**src/rtl/multicycle_control_if.sv**
```systemverilog
// ---------------------------------------------------------------------------
// multicycle_control_if
// Signal bundle between the multi-cycle control FSM and the rest of the core
// (instruction register, datapath, instruction/data memories).
//
// Signal names are seen from the controller's side:
//   i_opcode      [OPW]   opcode from IR, stable from DECODE to end of instr
//   i_instr_valid         instruction memory holds a valid word
//   i_mem_ready           data memory completes the current access
//   i_resume              leave HALT
//   o_op          [2]     ALU class (10 move/mem, 01 reg-reg, 00 idle/illegal)
//   o_rdt/o_alusrc/o_mtr  dest-select, immediate-select, mem-to-reg
//   o_mread/o_mwrite      data-memory strobes
//   o_rwrite              register-file write enable
//   o_regprint/o_halted   register dump request / FSM in HALT
//   o_ir_load             latch instruction into IR
//   o_pc_en               advance PC (one pulse per retired/aborted instr)
//   o_illegal             sticky fault flag
//   o_retired     [CNT_W] saturating count of o_pc_en pulses
//
// master : the control FSM      slave : datapath / memories / IR side
// ---------------------------------------------------------------------------
interface multicycle_control_if #(
  parameter int OPW   = 6,
  parameter int CNT_W = 16
);
  logic [OPW-1:0]   i_opcode;
  logic             i_instr_valid;
  logic             i_mem_ready;
  logic             i_resume;
  logic [1:0]       o_op;
  logic             o_rdt;
  logic             o_alusrc;
  logic             o_mtr;
  logic             o_mread;
  logic             o_mwrite;
  logic             o_rwrite;
  logic             o_regprint;
  logic             o_ir_load;
  logic             o_pc_en;
  logic             o_illegal;
  logic             o_halted;
  logic [CNT_W-1:0] o_retired;

  modport master (
    input  i_opcode, i_instr_valid, i_mem_ready, i_resume,
    output o_op, o_rdt, o_alusrc, o_mtr, o_mread, o_mwrite, o_rwrite,
           o_regprint, o_ir_load, o_pc_en, o_illegal, o_halted, o_retired
  );

  modport slave (
    output i_opcode, i_instr_valid, i_mem_ready, i_resume,
    input  o_op, o_rdt, o_alusrc, o_mtr, o_mread, o_mwrite, o_rwrite,
           o_regprint, o_ir_load, o_pc_en, o_illegal, o_halted, o_retired
  );
endinterface

```
**src/rtl/multicycle_control.sv**
```systemverilog
// ---------------------------------------------------------------------------
// multicycle_control
// Multi-cycle control FSM for the 8-bit Harvard core. Sequences
// FETCH/DECODE/EXEC/MEM/WB, stalls on memory handshakes, aborts on illegal
// opcodes and data-memory timeouts, supports HALT/resume and counts retired
// instructions (saturating).
//
// Ports:
//   i_clk    rising-edge clock
//   i_rst_n  asynchronous active-low reset
//   io_bus   multicycle_control_if.master (see interface header for signals)
//
// Parameters:
//   OPW      opcode width (class = top 2 bits, sub-op = remaining bits), >= 5
//   CNT_W    retired counter width
//   MEM_TMO  MEM wait cycles before timeout abort (1..255)
// ---------------------------------------------------------------------------
module multicycle_control #(
  parameter int OPW     = 6,
  parameter int CNT_W   = 16,
  parameter int MEM_TMO = 15
) (
  input  logic                   i_clk,
  input  logic                   i_rst_n,
  multicycle_control_if.master   io_bus
);

  typedef enum logic [2:0] {
    S_FETCH  = 3'd0,
    S_DECODE = 3'd1,
    S_EXEC   = 3'd2,
    S_MEM    = 3'd3,
    S_WB     = 3'd4,
    S_HALT   = 3'd5
  } state_t;

  typedef enum logic [2:0] {
    K_ILL   = 3'd0,
    K_MVI   = 3'd1,
    K_MOV   = 3'd2,
    K_LOAD  = 3'd3,
    K_STORE = 3'd4,
    K_ALU   = 3'd5,
    K_HLT   = 3'd6
  } kind_t;

  // Last MEM cycle index that may still wait; reaching it without
  // mem_ready aborts the instruction.
  localparam logic [7:0] TMO_LAST = 8'(MEM_TMO - 1);

  state_t           r_state;
  state_t           w_state_next;
  kind_t            r_kind;
  kind_t            w_kind;
  logic [7:0]       r_wait;
  logic [7:0]       w_wait_next;

  logic [1:0]       r_op;
  logic             r_rdt;
  logic             r_alusrc;
  logic             r_mtr;
  logic [1:0]       w_op;
  logic             w_rdt;
  logic             w_alusrc;
  logic             w_mtr;

  logic             r_mread;
  logic             r_mwrite;
  logic             r_rwrite;
  logic             r_pc_en;
  logic             r_halted;
  logic             r_illegal;
  logic [CNT_W-1:0] r_retired;

  logic             w_mread_next;
  logic             w_mwrite_next;
  logic             w_rwrite_next;
  logic             w_pc_en_next;
  logic             w_halted_next;
  logic             w_retire;   // instruction finishes without passing WB
  logic             w_fault;    // illegal opcode or memory timeout

  logic [1:0]       w_cls;
  logic [OPW-3:0]   w_sub;

  assign w_cls = io_bus.i_opcode[OPW-1:OPW-2];
  assign w_sub = io_bus.i_opcode[OPW-3:0];

  // -------------------------------------------------------------------------
  // Opcode classification and decode fields
  // -------------------------------------------------------------------------
  always_comb begin
    w_kind = K_ILL;
    if (&io_bus.i_opcode) begin
      w_kind = K_HLT;
    end else if (w_cls == 2'b01) begin
      w_kind = K_ALU;
    end else if (w_cls == 2'b10 && w_sub[OPW-3:2] == '0) begin
      case (w_sub[1:0])
        2'b00:   w_kind = K_MVI;
        2'b01:   w_kind = K_MOV;
        2'b10:   w_kind = K_LOAD;
        default: w_kind = K_STORE;
      endcase
    end
  end

  always_comb begin
    w_op     = 2'b00;
    w_rdt    = 1'b0;
    w_alusrc = 1'b0;
    w_mtr    = 1'b0;
    case (w_kind)
      K_MVI:   begin w_op = 2'b10; w_alusrc = 1'b1; end
      K_MOV:   w_op = 2'b10;
      K_LOAD:  begin w_op = 2'b10; w_mtr = 1'b1; end
      K_STORE: w_op = 2'b10;
      K_ALU:   begin w_op = 2'b01; w_rdt = 1'b1; end
      default: w_op = 2'b00;
    endcase
  end

  // Decode fields are captured at the end of DECODE and held until the next
  // DECODE, so the datapath sees them steady for the whole instruction.
  always_ff @(posedge i_clk or negedge i_rst_n) begin
    if (!i_rst_n) begin
      r_kind   <= K_ILL;
      r_op     <= 2'b00;
      r_rdt    <= 1'b0;
      r_alusrc <= 1'b0;
      r_mtr    <= 1'b0;
    end else if (r_state == S_DECODE) begin
      r_kind   <= w_kind;
      r_op     <= w_op;
      r_rdt    <= w_rdt;
      r_alusrc <= w_alusrc;
      r_mtr    <= w_mtr;
    end
  end

  // -------------------------------------------------------------------------
  // FSM: state register
  // -------------------------------------------------------------------------
  always_ff @(posedge i_clk or negedge i_rst_n) begin
    if (!i_rst_n) begin
      r_state <= S_FETCH;
      r_wait  <= 8'd0;
    end else begin
      r_state <= w_state_next;
      r_wait  <= w_wait_next;
    end
  end

  // -------------------------------------------------------------------------
  // FSM: next-state logic
  // -------------------------------------------------------------------------
  always_comb begin
    w_state_next = r_state;
    w_wait_next  = 8'd0;
    w_retire     = 1'b0;
    w_fault      = 1'b0;
    case (r_state)
      S_FETCH: begin
        if (io_bus.i_instr_valid) w_state_next = S_DECODE;
      end
      S_DECODE: w_state_next = S_EXEC;
      S_EXEC: begin
        case (r_kind)
          K_LOAD, K_STORE: w_state_next = S_MEM;
          K_HLT:           w_state_next = S_HALT;
          K_ILL: begin
            w_state_next = S_FETCH;
            w_retire     = 1'b1;
            w_fault      = 1'b1;
          end
          default:         w_state_next = S_WB;
        endcase
      end
      S_MEM: begin
        if (io_bus.i_mem_ready) begin
          if (r_kind == K_LOAD) begin
            w_state_next = S_WB;
          end else begin
            w_state_next = S_FETCH;
            w_retire     = 1'b1;
          end
        end else if (r_wait == TMO_LAST) begin
          w_state_next = S_FETCH;
          w_retire     = 1'b1;
          w_fault      = 1'b1;
        end else begin
          w_wait_next  = r_wait + 8'd1;
        end
      end
      S_WB:   w_state_next = S_FETCH;
      S_HALT: begin
        if (io_bus.i_resume) begin
          w_state_next = S_FETCH;
          w_retire     = 1'b1;
        end
      end
      default: w_state_next = S_FETCH;
    endcase
  end

  // -------------------------------------------------------------------------
  // FSM: output logic (values registered on the same edge as the state, so
  // every strobe is high exactly while the FSM sits in the owning state)
  // -------------------------------------------------------------------------
  always_comb begin
    w_mread_next  = (w_state_next == S_MEM) && (r_kind == K_LOAD);
    w_mwrite_next = (w_state_next == S_MEM) && (r_kind == K_STORE);
    w_rwrite_next = (w_state_next == S_WB);
    w_halted_next = (w_state_next == S_HALT);
    // WB retires in WB itself; other completions pulse in the following FETCH
    w_pc_en_next  = (w_state_next == S_WB) || w_retire;
  end

  always_ff @(posedge i_clk or negedge i_rst_n) begin
    if (!i_rst_n) begin
      r_mread   <= 1'b0;
      r_mwrite  <= 1'b0;
      r_rwrite  <= 1'b0;
      r_pc_en   <= 1'b0;
      r_halted  <= 1'b0;
      r_illegal <= 1'b0;
      r_retired <= '0;
    end else begin
      r_mread   <= w_mread_next;
      r_mwrite  <= w_mwrite_next;
      r_rwrite  <= w_rwrite_next;
      r_pc_en   <= w_pc_en_next;
      r_halted  <= w_halted_next;
      r_illegal <= r_illegal | w_fault;
      if (w_pc_en_next && r_retired != '1) begin
        r_retired <= r_retired + 1'b1;
      end
    end
  end

  // IR must capture during FETCH itself, so ir_load follows instr_valid
  // directly; it is gated by reset so all outputs are low while held.
  assign io_bus.o_ir_load  = i_rst_n && (r_state == S_FETCH) && io_bus.i_instr_valid;

  assign io_bus.o_op       = r_op;
  assign io_bus.o_rdt      = r_rdt;
  assign io_bus.o_alusrc   = r_alusrc;
  assign io_bus.o_mtr      = r_mtr;
  assign io_bus.o_mread    = r_mread;
  assign io_bus.o_mwrite   = r_mwrite;
  assign io_bus.o_rwrite   = r_rwrite;
  assign io_bus.o_pc_en    = r_pc_en;
  assign io_bus.o_halted   = r_halted;
  assign io_bus.o_regprint = r_halted;
  assign io_bus.o_illegal  = r_illegal;
  assign io_bus.o_retired  = r_retired;

endmodule
```
**src/flat_wrapper.sv**
```systemverilog
// flat-port wrapper written by rule: the top's interface ports become plain ports
module multicycle_control_flat 
#(
  parameter int OPW     = 6,
  parameter int CNT_W   = 16,
  parameter int MEM_TMO = 15
)
  (i_clk, i_rst_n, io_bus_i_opcode, io_bus_i_instr_valid, io_bus_i_mem_ready, io_bus_i_resume, io_bus_o_op, io_bus_o_rdt, io_bus_o_alusrc, io_bus_o_mtr, io_bus_o_mread, io_bus_o_mwrite, io_bus_o_rwrite, io_bus_o_regprint, io_bus_o_ir_load, io_bus_o_pc_en, io_bus_o_illegal, io_bus_o_halted, io_bus_o_retired);
  multicycle_control_if #(.OPW(OPW), .CNT_W(CNT_W)) io_bus_i ();
  input  logic i_clk;
  input  logic i_rst_n;
  input wire logic [$bits(io_bus_i.i_opcode)-1:0] io_bus_i_opcode;
  input wire logic [$bits(io_bus_i.i_instr_valid)-1:0] io_bus_i_instr_valid;
  input wire logic [$bits(io_bus_i.i_mem_ready)-1:0] io_bus_i_mem_ready;
  input wire logic [$bits(io_bus_i.i_resume)-1:0] io_bus_i_resume;
  output wire logic [$bits(io_bus_i.o_op)-1:0] io_bus_o_op;
  output wire logic [$bits(io_bus_i.o_rdt)-1:0] io_bus_o_rdt;
  output wire logic [$bits(io_bus_i.o_alusrc)-1:0] io_bus_o_alusrc;
  output wire logic [$bits(io_bus_i.o_mtr)-1:0] io_bus_o_mtr;
  output wire logic [$bits(io_bus_i.o_mread)-1:0] io_bus_o_mread;
  output wire logic [$bits(io_bus_i.o_mwrite)-1:0] io_bus_o_mwrite;
  output wire logic [$bits(io_bus_i.o_rwrite)-1:0] io_bus_o_rwrite;
  output wire logic [$bits(io_bus_i.o_regprint)-1:0] io_bus_o_regprint;
  output wire logic [$bits(io_bus_i.o_ir_load)-1:0] io_bus_o_ir_load;
  output wire logic [$bits(io_bus_i.o_pc_en)-1:0] io_bus_o_pc_en;
  output wire logic [$bits(io_bus_i.o_illegal)-1:0] io_bus_o_illegal;
  output wire logic [$bits(io_bus_i.o_halted)-1:0] io_bus_o_halted;
  output wire logic [$bits(io_bus_i.o_retired)-1:0] io_bus_o_retired;
  assign io_bus_i.i_opcode = io_bus_i_opcode;
  assign io_bus_i.i_instr_valid = io_bus_i_instr_valid;
  assign io_bus_i.i_mem_ready = io_bus_i_mem_ready;
  assign io_bus_i.i_resume = io_bus_i_resume;
  assign io_bus_o_op = io_bus_i.o_op;
  assign io_bus_o_rdt = io_bus_i.o_rdt;
  assign io_bus_o_alusrc = io_bus_i.o_alusrc;
  assign io_bus_o_mtr = io_bus_i.o_mtr;
  assign io_bus_o_mread = io_bus_i.o_mread;
  assign io_bus_o_mwrite = io_bus_i.o_mwrite;
  assign io_bus_o_rwrite = io_bus_i.o_rwrite;
  assign io_bus_o_regprint = io_bus_i.o_regprint;
  assign io_bus_o_ir_load = io_bus_i.o_ir_load;
  assign io_bus_o_pc_en = io_bus_i.o_pc_en;
  assign io_bus_o_illegal = io_bus_i.o_illegal;
  assign io_bus_o_halted = io_bus_i.o_halted;
  assign io_bus_o_retired = io_bus_i.o_retired;
  multicycle_control #(.OPW(OPW), .CNT_W(CNT_W), .MEM_TMO(MEM_TMO)) u_core (.i_clk(i_clk), .i_rst_n(i_rst_n), .io_bus(io_bus_i));
endmodule
```
**config.mk**
```make
export PLATFORM = sky130hd
export DESIGN_NAME = multicycle_control_flat
export DESIGN_NICKNAME = d
export VERILOG_FILES = /design/src/rtl/multicycle_control_if.sv /design/src/rtl/multicycle_control.sv /design/src/flat_wrapper.sv
export SDC_FILE = /design/constraint.sdc
export NUM_CORES = 1
export LEC_CHECK = 0
export BUFFER_PORTS_ARGS = -buffer_cell sky130_fd_sc_hd__buf_2
export CAP_MARGIN = 20
export CORE_ASPECT_RATIO = 0.7
export CORE_MARGIN = 1.5
export CORE_UTILIZATION = 25
export DETAILED_ROUTE_END_ITERATION = 6
export GPL_TIMING_DRIVEN = 0
export HOLD_SLACK_MARGIN = 0.05
export PLACE_DENSITY = 0.43
export SYNTH_ARGS = -nofsm -noshare
export SYNTH_HDL_FRONTEND = slang
export SYNTH_SLANG_ARGS = --single-unit
```
**constraint.sdc**
```tcl
create_clock -name i_clk -period 6 [get_ports i_clk]
set_clock_uncertainty 0.2 [all_clocks]
set_input_delay 0.3 -clock i_clk [delete_from_list [all_inputs] [get_ports i_clk]]
set_output_delay 0.3 -clock i_clk [all_outputs]
set_load 0.02 [all_outputs]
```
# After elaboration in Yosys (flattened, before gate mapping)
# Cells that the tools add are included.
# totals
reg_bits	41
inputBits	11
out_inout_bits	29
# classes
add_sub_neg	2
n_eq_ne	21
mux	26
n_bitwise	1
reduce_logical	14
# op_table
operator	count
$mux W3	8
$mux W8	3
$eq A3 B3 Y1 const B	7
$eq A3 B2 Y1 const B	6
$pmux W3 S3	2
$add A16 B1 Y16 const B	1
$ne A16 B16 Y1 const B	1
$pmux W3 S5	1
$mux W1	9
$add A8 B1 Y8 const B	1
$eq A8 B4 Y1 const B	1
$eq A3 B1 Y1 const B	2
$logic_and A1 B1 Y1	6
$logic_not A3 Y1	2
$reduce_and A6 Y1	1
$eq A2 B1 Y1 const B	2
$eq A2 B2 Y1 const B	2
$logic_not A2 Y1	2
$pmux W2 S2	1
$reduce_or A4 Y1	1
$pmux W1 S3	1
$pmux W1 S2	1
$reduce_or A2 Y1	1
$logic_or A1 B1 Y1	1
$or A1 B1 Y1	1

# Depth between registers and ports, before layout
# logic_depth
word_depth	8
ltp_mapped	9

# Worst setup path after synthesis
# OpenSTA, ideal clock, no wires.
# synth_path
path_type	register to register
startpoint	register u_core.r_wait[0]
endpoint	register u_core.r_retired[1], in the netlist u_core.io_bus.o_retired[1]
setup_time_ns	0.128
arrival_ns	2.059
slack_ns	3.613
path_stages_with_launch	9
path_cell_list	dfrtp_1 -> inv_1 -> ha_1 -> or4b_4 -> o31ai_4 -> o211ai_4 -> o211ai_4 -> nand2_2 -> mux2_1
# synth_via
elab_chain_len	7
word_cells_on_any_way	10
cone_classes	eq/ne: 2; mux: 6; reduce/logical: 2
# synth_lines
element	line_no	rtl
start, declared	multicycle_control.sv:55	logic [7:0] r_wait;
start signal, assigned	multicycle_control.sv:150	r_wait <= w_wait_next;
$eq A8 B4 Y1	multicycle_control.sv:187	end else if (r_wait == TMO_LAST) begin
$mux W3	multicycle_control.sv:187	
$mux W3	multicycle_control.sv:180	if (io_bus.i_mem_ready) begin
$pmux W3 S5	multicycle_control.sv:162	case (r_state)
named net u_core.w_state_next[0]	multicycle_control.sv:52	state_t w_state_next;
$eq A3 B3 Y1	multicycle_control.sv:216	w_pc_en_next = (w_state_next == S_WB) || w_retire;
$logic_or A1 B1 Y1	multicycle_control.sv:216	
$logic_and A1 B1 Y1	multicycle_control.sv:235	if (w_pc_en_next && r_retired != '1) begin
end signal, assigned	multicycle_control.sv:236	r_retired <= r_retired + 1'b1;
end, declared	multicycle_control.sv:73	logic [CNT_W-1:0] r_retired;
# The timed path passes the listed nets, and every way through them passes these cells.
# A chain may end at the register's enable or synchronous reset.

# Worst setup path after layout
# layout_path
startpoint	register u_core.r_wait[0]
endpoint	register u_core.r_retired[6], in the netlist u_core.io_bus.o_retired[6]
# layout_via
elab_chain_len	7
word_cells_on_any_way	10
cone_classes	eq/ne: 2; mux: 6; reduce/logical: 2
# layout_lines
element	line_no	rtl
$eq A8 B4 Y1	multicycle_control.sv:187	
$mux W3	multicycle_control.sv:187	
$mux W3	multicycle_control.sv:180	
$pmux W3 S5	multicycle_control.sv:162	
named net u_core.w_state_next[0]	multicycle_control.sv:52	
$eq A3 B3 Y1	multicycle_control.sv:216	
$logic_or A1 B1 Y1	multicycle_control.sv:216	
named net u_core.w_pc_en_next	multicycle_control.sv:78	logic w_pc_en_next;
$logic_and A1 B1 Y1	multicycle_control.sv:235	
# The timed path passes the listed nets, and every way through them passes these cells.

==> results.toml <==
[finish]
most-common-layout-cells = "40 x dfrtp_1, 39 x buf_2, 20 x nand2_1"
multiInputGateArea_mm2 = 0.00100
diodes = 0
area_growth_pct = 23.2
nNetsFinal = 255
fin_cells = 340
num-fill-cells = 825
regArea_mm2 = 0.00100
final_common_cell = "dfrtp_1"
drive_above_1_share_pct = 28.0
final_util_pct = 32.0

[floorplanning]
initial_core_util_pct = 26.0
io_pins = 40
fp-row-count = 27
die_area_mm2 = 0.00882
core_mm2 = 0.00794
die_h_um = 79.0
fp.dieW_um = 112

[sta]
min_period_ns = 2.62
hold_viol = 0
slew_headroom_pct = 37.7
fin_tns_setup_ns = 0
worstMarginPinSlew_ns = 0.934
setup_viol = 0
rsz0062_at_grt = "no"
fin_crit_sh_pct = 43.7
max_freq_ghz = 0.382
slew_viol_final = 0
holdWs_ns = 0.225

[clock_tree]
clock-root-buffer = "clkbuf_16"
clkLatencyLatePin_ns = 0.28
path_clk_slew_ns = 0.06
clockBufferDepth = 2
cts.htree.levels = 2
cts_buffers = 5
cts_num_sinks = 40
cts_tree = "yes"

[drt]
drt_first_pass_iters = 4
vias_per_cell = 4.47
vias = 1519
ant_nets = 0
wl_um = 4450
drt_iter0_markers = 49
wl_per_cell_um = 13.1
drc = 0

[setup_path]
crit_end = "u_core.io_bus.o_retired[6]$_DFFE_PN0P_"
endpoint_kind = "flip-flop"
timing.rr.end = "u_core.io_bus.o_retired[6]$_DFFE_PN0P_"
r2r_cells = 9
r2r_start = "u_core.r_wait[0]$_DFF_PN0_"
cp_max_fo = 10
startpoint = "u_core.r_wait[0]$_DFF_PN0_"
reg2reg_setup_slack_ns = 3.38
worstPathArrival_ns = 2.58
path_class = "reg -> reg"
cp.required_ns = 5.96
cp-start-kind = "flip-flop"

[logic_synthesis]
ys_ff_latch = 40
synth_edf_count = 0
netlist_area_mm2 = 0.00206
ys_seq_area_share_pct = 48.5
ys_types = 44
postSynth.asyncResetShare_pct = 100
synth.largest_area_cell = "dfrtp_1"
synth_top_area_share_pct = 48.5
avgSynthCellArea_um2 = 10.8
syn-num-nets = 208
syn_inst = 191
synth_area_leaders = "dfrtp_1 48%, xnor2_1 6.8%, nand3_2 3.9%, ha_1 3.6%, nand2_1 3.6%"
ys_warn_count = 0
synth_ff_type = "dfrtp_1"

[placement]
dpl.cell_count = 331
gp_congestion = 0.732
io_buffers = 39
dp_hpwl_um = 3260

[min_path]
hold_class = "in -> reg"

[global_route]
grt_overflow_total = 0
grt_use_total_pct = 11.1
grt_pass1_vias = 1509
grt_pass1_wl_um = 7650
grt_max_degree = 42
antenna_found_initial = 0

[status]
status = "complete, no violations"

[flow_run]
maxCapViolations = 0

[pwr]
p_leak_nw = 1.18
pwr_density_cell_mw_per_mm2 = 362
vdd_ir_drop_max_uv = 104
[power breakdown]
group / total (mW) / leakage [nW] / switching (mW) / internal, mW
Sequential: 0.361 / 0.538 / 0.0463 / 0.315
Combinational: 0.292 / 0.573 / 0.177 / 0.115
Clock: 0.267 / 0.0712 / 0.101 / 0.166
[timing repair]
action,4_1_cts,5_1_grt
hold buffers,1,0
buffers inserted,0,0
gates resized for setup,0,0
endpoints found under the hold margin,40,0
[flip-flops by register name (all words and copies together) (netlist names), 3 cells and up]
signal / count
u_core.io_bus.o_retired: 16
u_core.r_kind: 3
u_core.r_state: 3
u_core.r_wait: 8
[final cells by class]
type,count,share of cell area (%)
Tap cell,101,4.97
Inverter,5,0.738
Sequential cell,40,39.4
Multi-Input combinational cell,139,39.5
Buffer,7,1.62
Clock buffer,8,5.76
Timing Repair Buffer,40,8.07
[kinds of logic (layout without fill, tap and decap cells)]
kind of cell | after synthesis | after routing | synth area share (%)
simple gates | 89 | 89 | 25.8
flops | 40 | 40 | 48.5
xor+xnor | 21 | 21 | 8.91
compound gates | 18 | 18 | 7.58
buf+inv | 12 | 60 | 2.91
fa+ha+maj | 6 | 6 | 3.64
mux | 5 | 5 | 2.67
[worst min path at each step]
stage / depth (start not counted) / slack [ns] / endpoint / startpoint
6_report: 4 / 0.23 / u_core.io_bus.o_mtr$_DFFE_PN0P_ / io_bus_i_opcode[3]
5_1_grt: 4 / 0.25 / u_core.io_bus.o_mtr$_DFFE_PN0P_ / io_bus_i_opcode[3]
4_1_cts: 4 / 0.21 / u_core.io_bus.o_mtr$_DFFE_PN0P_ / io_bus_i_opcode[3]
3_5_place_dp: 1 / 0.26 / u_core.io_bus.o_illegal$_DFF_PN0_ / u_core.io_bus.o_illegal$_DFF_PN0_
3_3_place_gp: 1 / 0.25 / u_core.io_bus.o_illegal$_DFF_PN0_ / u_core.io_bus.o_illegal$_DFF_PN0_
2_1_floorplan: 0 / -0.20 / u_core.io_bus.o_alusrc$_DFFE_PN0P_ / i_rst_n
[metal layers]
layer	track usage, %	share of wire [%]	vias to the layer above
li1	-	-	766
met1	16.1	54	718
met2	15.4	39	27
met3	2.90	4.7	8
met4	4.56	1.8	0
met5	0	0	-
[stage by stage]
stage,setup WS (ns),power [mW],area (um^2)
after global placement,3.35,0.664,2390
after floorplan,3.61,0.570,2060
final,3.38,0.920,2540
after global routing,3.21,0.987,2540
after CTS,3.36,0.939,2540
after detailed placement,3.38,0.664,2390
[cells in the mapped netlist (3+ instances only)]
cell      instances
nand4_1           8
xnor2_1          16
and2_1            3
dfrtp_1          40
clkbuf_1          3
nand2_1          20
mux2_2            3
inv_1             5
ha_1              6
a21oi_1           4
and3_1            8
o21ai_0           5
nand3_1           5
xor2_1            5
nand3_2           8
nor2_1           15
and4_1            3
[worst max-delay path, cell delays in order, from the launching register on]
cell,delay [ns]
dfrtp_1,0.42
inv_1,0.07
ha_1,0.13
or4b_4,0.48
o31ai_4,0.29
o211ai_4,0.15
o211ai_4,0.30
buf_6,0.22
nand3_2,0.08
xnor2_1,0.15
(Power assumes the default switching activity.)
